===== config.mk =====
export PLATFORM = sky130hd
export DESIGN_NAME = short_t
export DESIGN_NICKNAME = d
export VERILOG_FILES = /design/src/rtl/short_t_pkg.sv /design/src/rtl/short_t_sync_chain.sv /design/src/rtl/short_t.sv
export SDC_FILE = /design/constraint.sdc
export NUM_CORES = 1
export LEC_CHECK = 0
export CORE_AREA = 2 2 43 53
export DETAILED_ROUTE_END_ITERATION = 8
export DIE_AREA = 0 0 45 55
export GPL_TIMING_DRIVEN = 0
export PLACE_DENSITY = 0.91
export SLEW_MARGIN = 10
export SYNTH_ARGS = -nofsm -noshare
export SYNTH_HDL_FRONTEND = slang
export SYNTH_SLANG_ARGS = --single-unit
export TNS_END_PERCENT = 1

===== constraint.sdc =====
create_clock -name clk -period 4.6 [get_ports clk]
set_input_delay 0.69 -clock clk [delete_from_list [all_inputs] [get_ports clk]]
set_output_delay 0.69 -clock clk [all_outputs]
set_load 0.005 [all_outputs]

===== src/rtl/short_t_pkg.sv =====
// short_t_pkg: FSM states and default constants shared by the short_t pulse qualifier.
package short_t_pkg;
  typedef enum logic [1:0] {WAIT_LOW, IDLE, QUALIFY, HIGH} state_t;
  localparam int SYNC_STAGES_DEF = 2;
  localparam int MIN_WIDTH_DEF = 4;
  localparam int WIDTH_W_DEF = 16;
  localparam int GLITCH_MAX = 255;
endpackage


===== src/rtl/short_t_sync_chain.sv =====
// sync_chain: multi-flop synchronizer for an asynchronous level, resetting to 1.
module sync_chain #(
  parameter int SYNC_STAGES = 2
) (
  input  logic clk,
  input  logic rst,
  input  logic d,
  output logic q
);
  logic [SYNC_STAGES-1:0] ff;
  always_ff @(posedge clk)
    ff <= rst ? '1 : {ff[SYNC_STAGES-2:0], d};
  assign q = ff[SYNC_STAGES-1];
endmodule


===== src/rtl/short_t.sv =====
// short_t: qualifies stretched async pulses, counts glitches; width measurement under SHORT_T_WIDTH_MEAS_EN.
module short_t
  import short_t_pkg::*;
#(
  parameter int SYNC_STAGES = SYNC_STAGES_DEF,
  parameter int MIN_WIDTH = MIN_WIDTH_DEF,
  parameter int WIDTH_W = WIDTH_W_DEF
) (
  input  logic               clk,
  input  logic               rst,
  input  logic               in_level,
  output logic               out_pulse,
  output logic [WIDTH_W-1:0] width,
  output logic               width_valid,
  output logic [7:0]         glitch_cnt
);
  localparam int MW = $clog2(MIN_WIDTH + 1);
`ifdef SHORT_T_WIDTH_MEAS_EN
  localparam int CW = WIDTH_W > MW ? WIDTH_W : MW;
  localparam logic [CW-1:0] SAT = CW'((64'd1 << WIDTH_W) - 64'd1);
`else
  localparam int CW = MW;
`endif
  localparam logic [CW-1:0] MIN_C = CW'(MIN_WIDTH);
  logic s;
  state_t state, state_n;
  logic [CW-1:0] cnt, cnt_n;
  logic pulse_n;
  logic [7:0] glitch_n;
  logic wv_n;
  logic [WIDTH_W-1:0] width_n;
  sync_chain #(.SYNC_STAGES(SYNC_STAGES)) u_sync (.clk(clk), .rst(rst), .d(in_level), .q(s));
  always_comb begin
    state_n = state;
    cnt_n = cnt;
    pulse_n = 1'b0;
    glitch_n = glitch_cnt;
    wv_n = 1'b0;
    width_n = width;
    case (state)
      WAIT_LOW: state_n = s ? WAIT_LOW : IDLE;
      IDLE: if (s) begin
        cnt_n = CW'(1);
        state_n = MIN_WIDTH == 1 ? HIGH : QUALIFY;
        pulse_n = MIN_WIDTH == 1;
      end
      QUALIFY: if (s) begin
        cnt_n = cnt + CW'(1);
        state_n = cnt_n == MIN_C ? HIGH : QUALIFY;
        pulse_n = cnt_n == MIN_C;
      end else begin
        state_n = IDLE;
        glitch_n = glitch_cnt + {7'd0, glitch_cnt != 8'(GLITCH_MAX)};
      end
`ifdef SHORT_T_WIDTH_MEAS_EN
      HIGH: if (s)
        cnt_n = cnt >= SAT ? cnt : cnt + CW'(1);
      else begin
        state_n = IDLE;
        wv_n = 1'b1;
        width_n = cnt >= SAT ? '1 : cnt[WIDTH_W-1:0];
      end
`else
      HIGH: state_n = s ? HIGH : IDLE;
`endif
      default: state_n = WAIT_LOW;
    endcase
  end
  always_ff @(posedge clk)
    if (rst) begin
      state <= WAIT_LOW;
      cnt <= '0;
      out_pulse <= 1'b0;
      glitch_cnt <= '0;
    end else begin
      state <= state_n;
      cnt <= cnt_n;
      out_pulse <= pulse_n;
      glitch_cnt <= glitch_n;
    end
`ifdef SHORT_T_WIDTH_MEAS_EN
  always_ff @(posedge clk)
    if (rst) begin
      width <= '0;
      width_valid <= 1'b0;
    end else begin
      width <= width_n;
      width_valid <= wv_n;
    end
`else
  assign width = '0;
  assign width_valid = 1'b0;
`endif
endmodule

After elaboration in Yosys (flattened, before gate mapping) --
Index checks and enable logic that the tools add are counted.
Operators by class: equality and inequality tests 7, multiplexer cells 9, reduce and logical (&&, ||, !) cells 5, add/sub/neg operators 2, bitwise operators 2
Operator list (number):
- $add 8x1->8 | 1
- $ne 8x8->1 const B | 1
- $pmux 2 s4 | 1
- $mux 2 | 3
- $mux 3 | 2
- $pmux 3 s2 | 1
- $eq 2x2->1 const B | 2
- $ne 2x1->1 const B | 2
- $add 3x1->3 const B | 1
- $eq 3x3->1 const B | 1
- $reduce_and 3->1 | 1
- $reduce_or 3->1 | 1
- $eq 2x1->1 const B | 1
- $logic_not 2->1 | 1
- $mux 1 | 2
- $not 1->1 | 2
- $reduce_and 2->1 | 1
- $reduce_bool 2->1 | 1
Storage, ports and cells: register bits after elaboration 16

Depth between registers and ports, before layout --
Gate-level depths: netlist (run 1).
depth in word-level cells 5, depth in mapped cells 7, gate-level depth less buffers 7

Cells and area by module --
From an unflattened synthesis (run 1), not the netlist that was laid out.
Second synthesis, totals: cells, all modules 102, area total of the unflattened synthesis 902.1 um^2
By module, submodules not included:
- short_t | times used 1, sequential area each 280.3 um^2, area an instance 849.6 um^2, cells an instance 98
- sync_chain | times used 1, sequential area each 40.0 um^2, area an instance 52.6 um^2, cells an instance 4

Worst setup path before layout (run 1) --
No wires, ideal clock.
kind register to register, start register glitch_cnt[3], end register glitch_cnt[4], buffers on the path 0, required time 4.479 ns, setup time 0.121 ns, stages on the path, launching flop included 8, path slack 2.660 ns, arrival time 1.819 ns, path through dfxtp_1 > nand4_1 > or2_2 > ha_1 > ha_1 > and4bb_2 > nand3_1 > mux2_2
On the way: word-level cells in the longest chain between the ends 2
RTL lines:
- start, declared | line short_t.sv:15 | output logic [7:0] glitch_cnt
- start signal, assigned | line short_t.sv:79 | glitch_cnt <= glitch_n;
- $ne 8x8->1 | line short_t.sv:53 | glitch_n = glitch_cnt + {7'd0, glitch_cnt != 8'(GLITCH_MAX)};
- $add 8x1->8 (*) | line short_t.sv:53
Every way passes the cells marked *; elsewhere a longest branch is shown, timed or not. A chain may end at the register's enable or synchronous reset.

Worst setup path in the final report (run 1) --
Same ends and word-level chain as after synthesis.

==> metrics, run 1 <==
die height between 50 and 60 um; vias per cell about 5; Syn Area/Cell 8.88 um2; crit path buf inv count 0; H-tree lvl count 1; die area between 2000 and 2500 um2; Req. time, crit path between 4 and 5 ns; Area Overhead vs Synth 24.4%; biggest area consumer among synthesized cells dfxtp_1; worst endpoint data arrival time around 2.3 ns; die span in x between 40 and 50 um; Longest Clk Path Bufs 2; hold_ws ~0.43 ns; status complete, no violations; Clock Sinks 16; cts-stage hold buffer count 0; Routed WL around 1.7 mm; sequential share of the synthesized area 0.354; Synth warnings 0; Yosys top cell area share 0.354; core region area a little under 2000 um2; GRT met3 Usage 0.0195; Via Count between 700 and 800; Post-CTS Setup Repair Bufs 0; PortBufs 10; most used cell, CP ha_1; Clk Latency, worst-skew pair 0.29 ns; grt total ovfl 0; IO Count 29; Final Core Density 0.569; skew final approximately 0.0027 ns; met1 GRT Util 0.149; clk slew on worst S/H paths about 0.090 ns; # diodes 0; Syn Inst Count roughly 100; Sequential cell area 320 um2; total track usage 0.153; grt peak-use layer met2; Num CTS Buffers 3; period utilisation layout 0.464; Synth Cell Area 906 um2; Async SR Flop Fraction 0; post-CTS sizing 0; multi-input logic area roughly 470 um2; Synth cell types 32; setup violators final 0; layout cell share with drive strength beyond 1 0.242; wire per inst approximately 11 um; drt drc 0; Crit path max-delay family simple AND/OR/NAND/NOR gates; Leak slightly above 0.5 nW; unrepaired setup endpoints after global routing no; GRT met2 Usage 0.269; initial antenna violation count 0; Slew Limit Fails 0; crit path launch glitch_cnt[3]; worst r2r src glitch_cnt[3]; hold crit path type reg2reg; GPL Wtd Cong 0.805; max frequency ~470 MHz; flops & latches, synth 16; worst hold start u_sync.ff[0]; First-pass DRT Iterations 4; vias in the first global route 708; hpwl dp between 1 and 1.5 mm; Critical-path top delay cell dfxtp_1; CP cell instances nand4_1, or2_2, ha_1, ha_1, and4bb_2, nand3_1, mux2_2; setup TNS 0 ns; Synth Flop Type dfxtp_1; final hold vios 0; PD cells roughly 230 nW/um2; top post-synthesis cells by area dfxtp_1 35%, buf_4 14%, ha_1 5.5%; filler cell count about 180; worst vdd ir between 0.1 and 0.15 mV; maxcap violations 0; Post-synth EDFFs 0; Max stage delay on crit path ~0.44 ns; CP max FO 7; pin count of the biggest net entering global routing 11; CTS tree built; first-pass GRT wire length 2.71 mm; minimum clock period after layout approximately 2.1 ns; Iter 0 DRT Violations 10; Antenna Nets Post-Route 0; Crit Path Class reg2reg; Critical Path Start Type flip-flop; critical path endpoint category flip-flop; final-stage net count 140; Root Buffer clkbuf_4; Cell Rows 18; Initial Util 0.457
-- logic make-up after synthesis --
| family | synth area share |
|---|---|
| AND/OR/NAND/NOR | 0.218 |
| other | 0.00414 |
| AO/OA/AOI/OAI | 0.124 |
| XOR/XNOR | 0.0193 |
| flip-flops | 0.354 |
| adder cells (fa/ha/maj) | 0.0553 |
| buffers and inverters | 0.191 |
| multiplexers | 0.0345 |
-- power by group --
part / switching, W / internal [W]
registers: 0.00000180 / 0.000140
clock network: 0.0000462 / 0.0000482
logic: 0.0000112 / 0.0000138
total: 0.0000591 / 0.000203
-- through the flow --
stage          power [W]  setup slack [ns]  area, um2  std cells
5_1_grt         0.000274              2.36       1130        152
4_1_cts         0.000265              2.46       1130        152
3_3_place_gp    0.000169              2.56       1090        148
3_5_place_dp    0.000170              2.48       1090        148
6_report        0.000262              2.47       1130        152
2_1_floorplan   0.000166              2.66        966        118
-- routing by layer --
metal	vias to the layer above	part of all wire
li1	383	-
met3	6	0.044
met1	327	0.39
met4	0	0.040
met5	-	0
met2	22	0.53
-- flip-flops by register name (all words and copies together), names as in the netlist --
| register | flops |
|---|---|
| cnt | 3 |
| out_pulse | 1 |
| state | 2 |
| u_sync.ff | 2 |
| glitch_cnt | 8 |
-- synth_stat cells (2+ instances only) --
library cell,n
buf_4,17
dfxtp_1,16
a21oi_1,8
nor2_1,5
o21ai_0,5
ha_1,4
nand3_1,4
clkbuf_1,3
inv_1,3
nand2_1,3
o31ai_1,3
or2_2,3
or4_1,3
and3_1,2
and4bb_2,2
buf_6,2
mux2i_1,2
nand4_1,2
nor2b_1,2
-- final timing paths --
kind / to / cells after the start / slack, ns
max reg2reg: glitch_cnt[4] / 7 / 2.47
min reg2reg: u_sync.ff[1] / 1 / 0.43
min: u_sync.ff[1] / 1 / 0.43
max: glitch_cnt[4] / 7 / 2.47
-- layout by cell type, fill, tap and decap left out, types with 2 or more instances in the layout --
| cell | count |
|---|---|
| conb_1 | 17 |
| o21ai_0 | 5 |
| or4_1 | 3 |
| clkbuf_4 | 3 |
| dfxtp_1 | 16 |
| clkbuf_1 | 3 |
| buf_4 | 17 |
| nand3_1 | 4 |
| clkdlybuf4s50_1 | 10 |
| buf_6 | 2 |
| ha_1 | 4 |
| a21oi_1 | 8 |
| and3_1 | 2 |
| nand4_1 | 2 |
| nor2_1 | 5 |
| o31ai_1 | 3 |
| inv_1 | 3 |
| or2_2 | 3 |
| mux2i_1 | 2 |
| nand2_1 | 3 |
| and4bb_2 | 2 |
| nor2b_1 | 2 |
-- area by class of cell --
type	count	share of cell area
tap	20	0.0222
clock buffer	4	0.0322
buffer	22	0.143
sequential	16	0.284
multi-input combinational	77	0.420
timing repair buffer	10	0.0888
inverter	3	0.00999
Power figures use the tool's default switching activity.
==> run 2: changes to the inputs <==
--- a/config.mk
+++ b/config.mk
@@ -5,11 +5,11 @@
 export SDC_FILE = /design/constraint.sdc
 export NUM_CORES = 1
 export LEC_CHECK = 0
-export CORE_AREA = 2 2 43 53
+export CORE_AREA = 2 2 47 58
 export DETAILED_ROUTE_END_ITERATION = 8
-export DIE_AREA = 0 0 45 55
+export DIE_AREA = 0 0 49 60
 export GPL_TIMING_DRIVEN = 0
-export PLACE_DENSITY = 0.91
+export PLACE_DENSITY = 0.81
 export SLEW_MARGIN = 10
 export SYNTH_ARGS = -nofsm -noshare
 export SYNTH_HDL_FRONTEND = slang
==> constraint.sdc (replaced) <==
create_clock -name clk -period 1.8 [get_ports clk]
set_input_delay 0.27 -clock clk [delete_from_list [all_inputs] [get_ports clk]]
set_output_delay 0.27 -clock clk [all_outputs]
set_load 0.005 [all_outputs]
==> run 2 against run 1 <==
Against the previous run:
- clock skew fell by 0.0015 ns
- via count grew 3.5%
- sequential power grew to 2.5 times the previous value
- maximum frequency increased by 20%
- hold slack worse by 0.019 ns
- clock-buffer cell count unchanged
- critical path depth is the same
- non-clock buffer count increased by 6
- largest cell class unchanged
- largest power group unchanged
- highest routed layer unchanged
==> metrics, run 2 (same netlist as run 1, synthesis figures left out) <==
Leak 0.547 nW; layout cell share with drive strength beyond 1 0.355; max frequency 564 MHz; First-pass DRT Iterations 4; worst vdd ir 0.271 mV; hpwl dp around 1.4 mm; worst endpoint data arrival time around 2.0 ns; Sequential cell area ~340 um2; grt total ovfl 0; die span in x ~49 um; Crit Path Class reg2reg; worst reg2reg path depth 7; minimum clock period after layout ~1.8 ns; PD cells 525 nW/um2; hold crit path type in2reg; # diodes 0; Via Count ~760; vias in the first global route 737; Longest Clk Path Bufs 2; status complete, no violations; critical path endpoint category flip-flop; Cell Rows 20; reg2reg end glitch_cnt[4]; filler cell count 245; period utilisation layout 0.986; Num CTS Buffers 3; max reg flops 8; unrepaired setup endpoints after global routing yes; GPL Wtd Cong 0.692; setup ws final 0.0259 ns; initial antenna violation count 0; Largest regs glitch_cnt x8, cnt x3; core region area 2430 um2; CTS tree built; setup TNS 0 ns; CP max FO 4; Antenna Nets Post-Route 0; # placed instances 161; worst hold start rst; Critical Path Start Type flip-flop; drt drc 0; vias per cell around 4.5; clk slew on worst S/H paths ~0.09 ns; commonest non-fill, non-tap cells in the layout 23 x buf_4, 17 x conb_1, 10 x clkdlybuf4s50_1; Initial Util 0.373; Slew Limit Fails 0; fin cells around 170; Root Buffer clkbuf_4; multi-input logic area 509 um2; final-stage net count ~150; worst r2r src glitch_cnt[5]; die area around 2900 um2; post-route cell area approximately 1200 um2; Routed WL about 1.8 mm; pre-CTS setup slack -0.105 ns; PortBufs 10; hold path endpoint state[1]; skew final around 0.0012 ns; Clock Sinks 16; dpl cell area 1120 um2; pin count of the biggest net entering global routing 11; Area Overhead vs Synth 37.7%; total track usage 0.142; IO Count 29; hold path depth 2; wire per inst approximately 11 um; final hold vios 0; first-pass GRT wire length 3.13 mm; hold_ws ~0.41 ns; Req. time, crit path 1.98 ns; Clk Latency, worst-skew pair around 0.28 ns; maxcap violations 0; die height around 60 um; Biggest register glitch_cnt; H-tree lvl count 1; setup violators final 0; Iter 0 DRT Violations 9; most common cell after layout, fill and taps aside buf_4; Reg2Reg Setup Slack about 0.026 ns
run 2: layer usage:
metal  up-vias  track usage  share of wire
met4         0       0.0980          0.021
met3         6       0.0250          0.046
met2        23        0.286           0.55
met5         -            0              0
li1        394            -              -
met1       341        0.131           0.38
run 2: layout make-up:
cell class,count,share of cell area
plain buffers,22,0.129
repair buffers,16,0.116
inverters,3,0.00903
multi-input cells,77,0.408
flip-flops and latches,16,0.275
well taps,33,0.0331
clock buffers,4,0.0291
run 2: power breakdown:
part           switching (W)  internal, W
registers         0.00000477     0.000351
logic              0.0000290    0.0000356
clock network       0.000111     0.000123
run 2: how the worst max path moves through the flow:
stage                               end  cells after the start  slack [ns]          start
final                     glitch_cnt[4]                      7        0.03  glitch_cnt[5]
after global routing      glitch_cnt[4]                      7       -0.02  glitch_cnt[5]
after CTS                 glitch_cnt[4]                      7        0.01  glitch_cnt[6]
after detailed placement  glitch_cnt[4]                      7       -0.11  glitch_cnt[3]
after global placement    glitch_cnt[4]                      7       -0.06  glitch_cnt[3]
after floorplan           glitch_cnt[4]                      7        0.01  glitch_cnt[3]
run 2: per-stage QoR:
step	util	power, W
floorplan	-	0.000425
global placement	0.462	0.000431
detailed placement	0.462	0.000434
CTS	0.509	0.000666
global route	0.514	0.000691
finish	0.514	0.000655
run 2: critical path, cell delays in order, from the launching register on:
cell,delay [ns]
dfxtp_4,0.37
nand4_1,0.13
or2_4,0.26
ha_4,0.17
ha_4,0.15
and4bb_2,0.23
nand3_2,0.07
mux2_4,0.29
run 2: timing repair:
item                       in CTS  in global routing
buffers inserted                5                  1
pin swaps                       4                  3
resized for setup               9                  2
hold buffers                    0                  0
setup endpoints to repair       1                  1
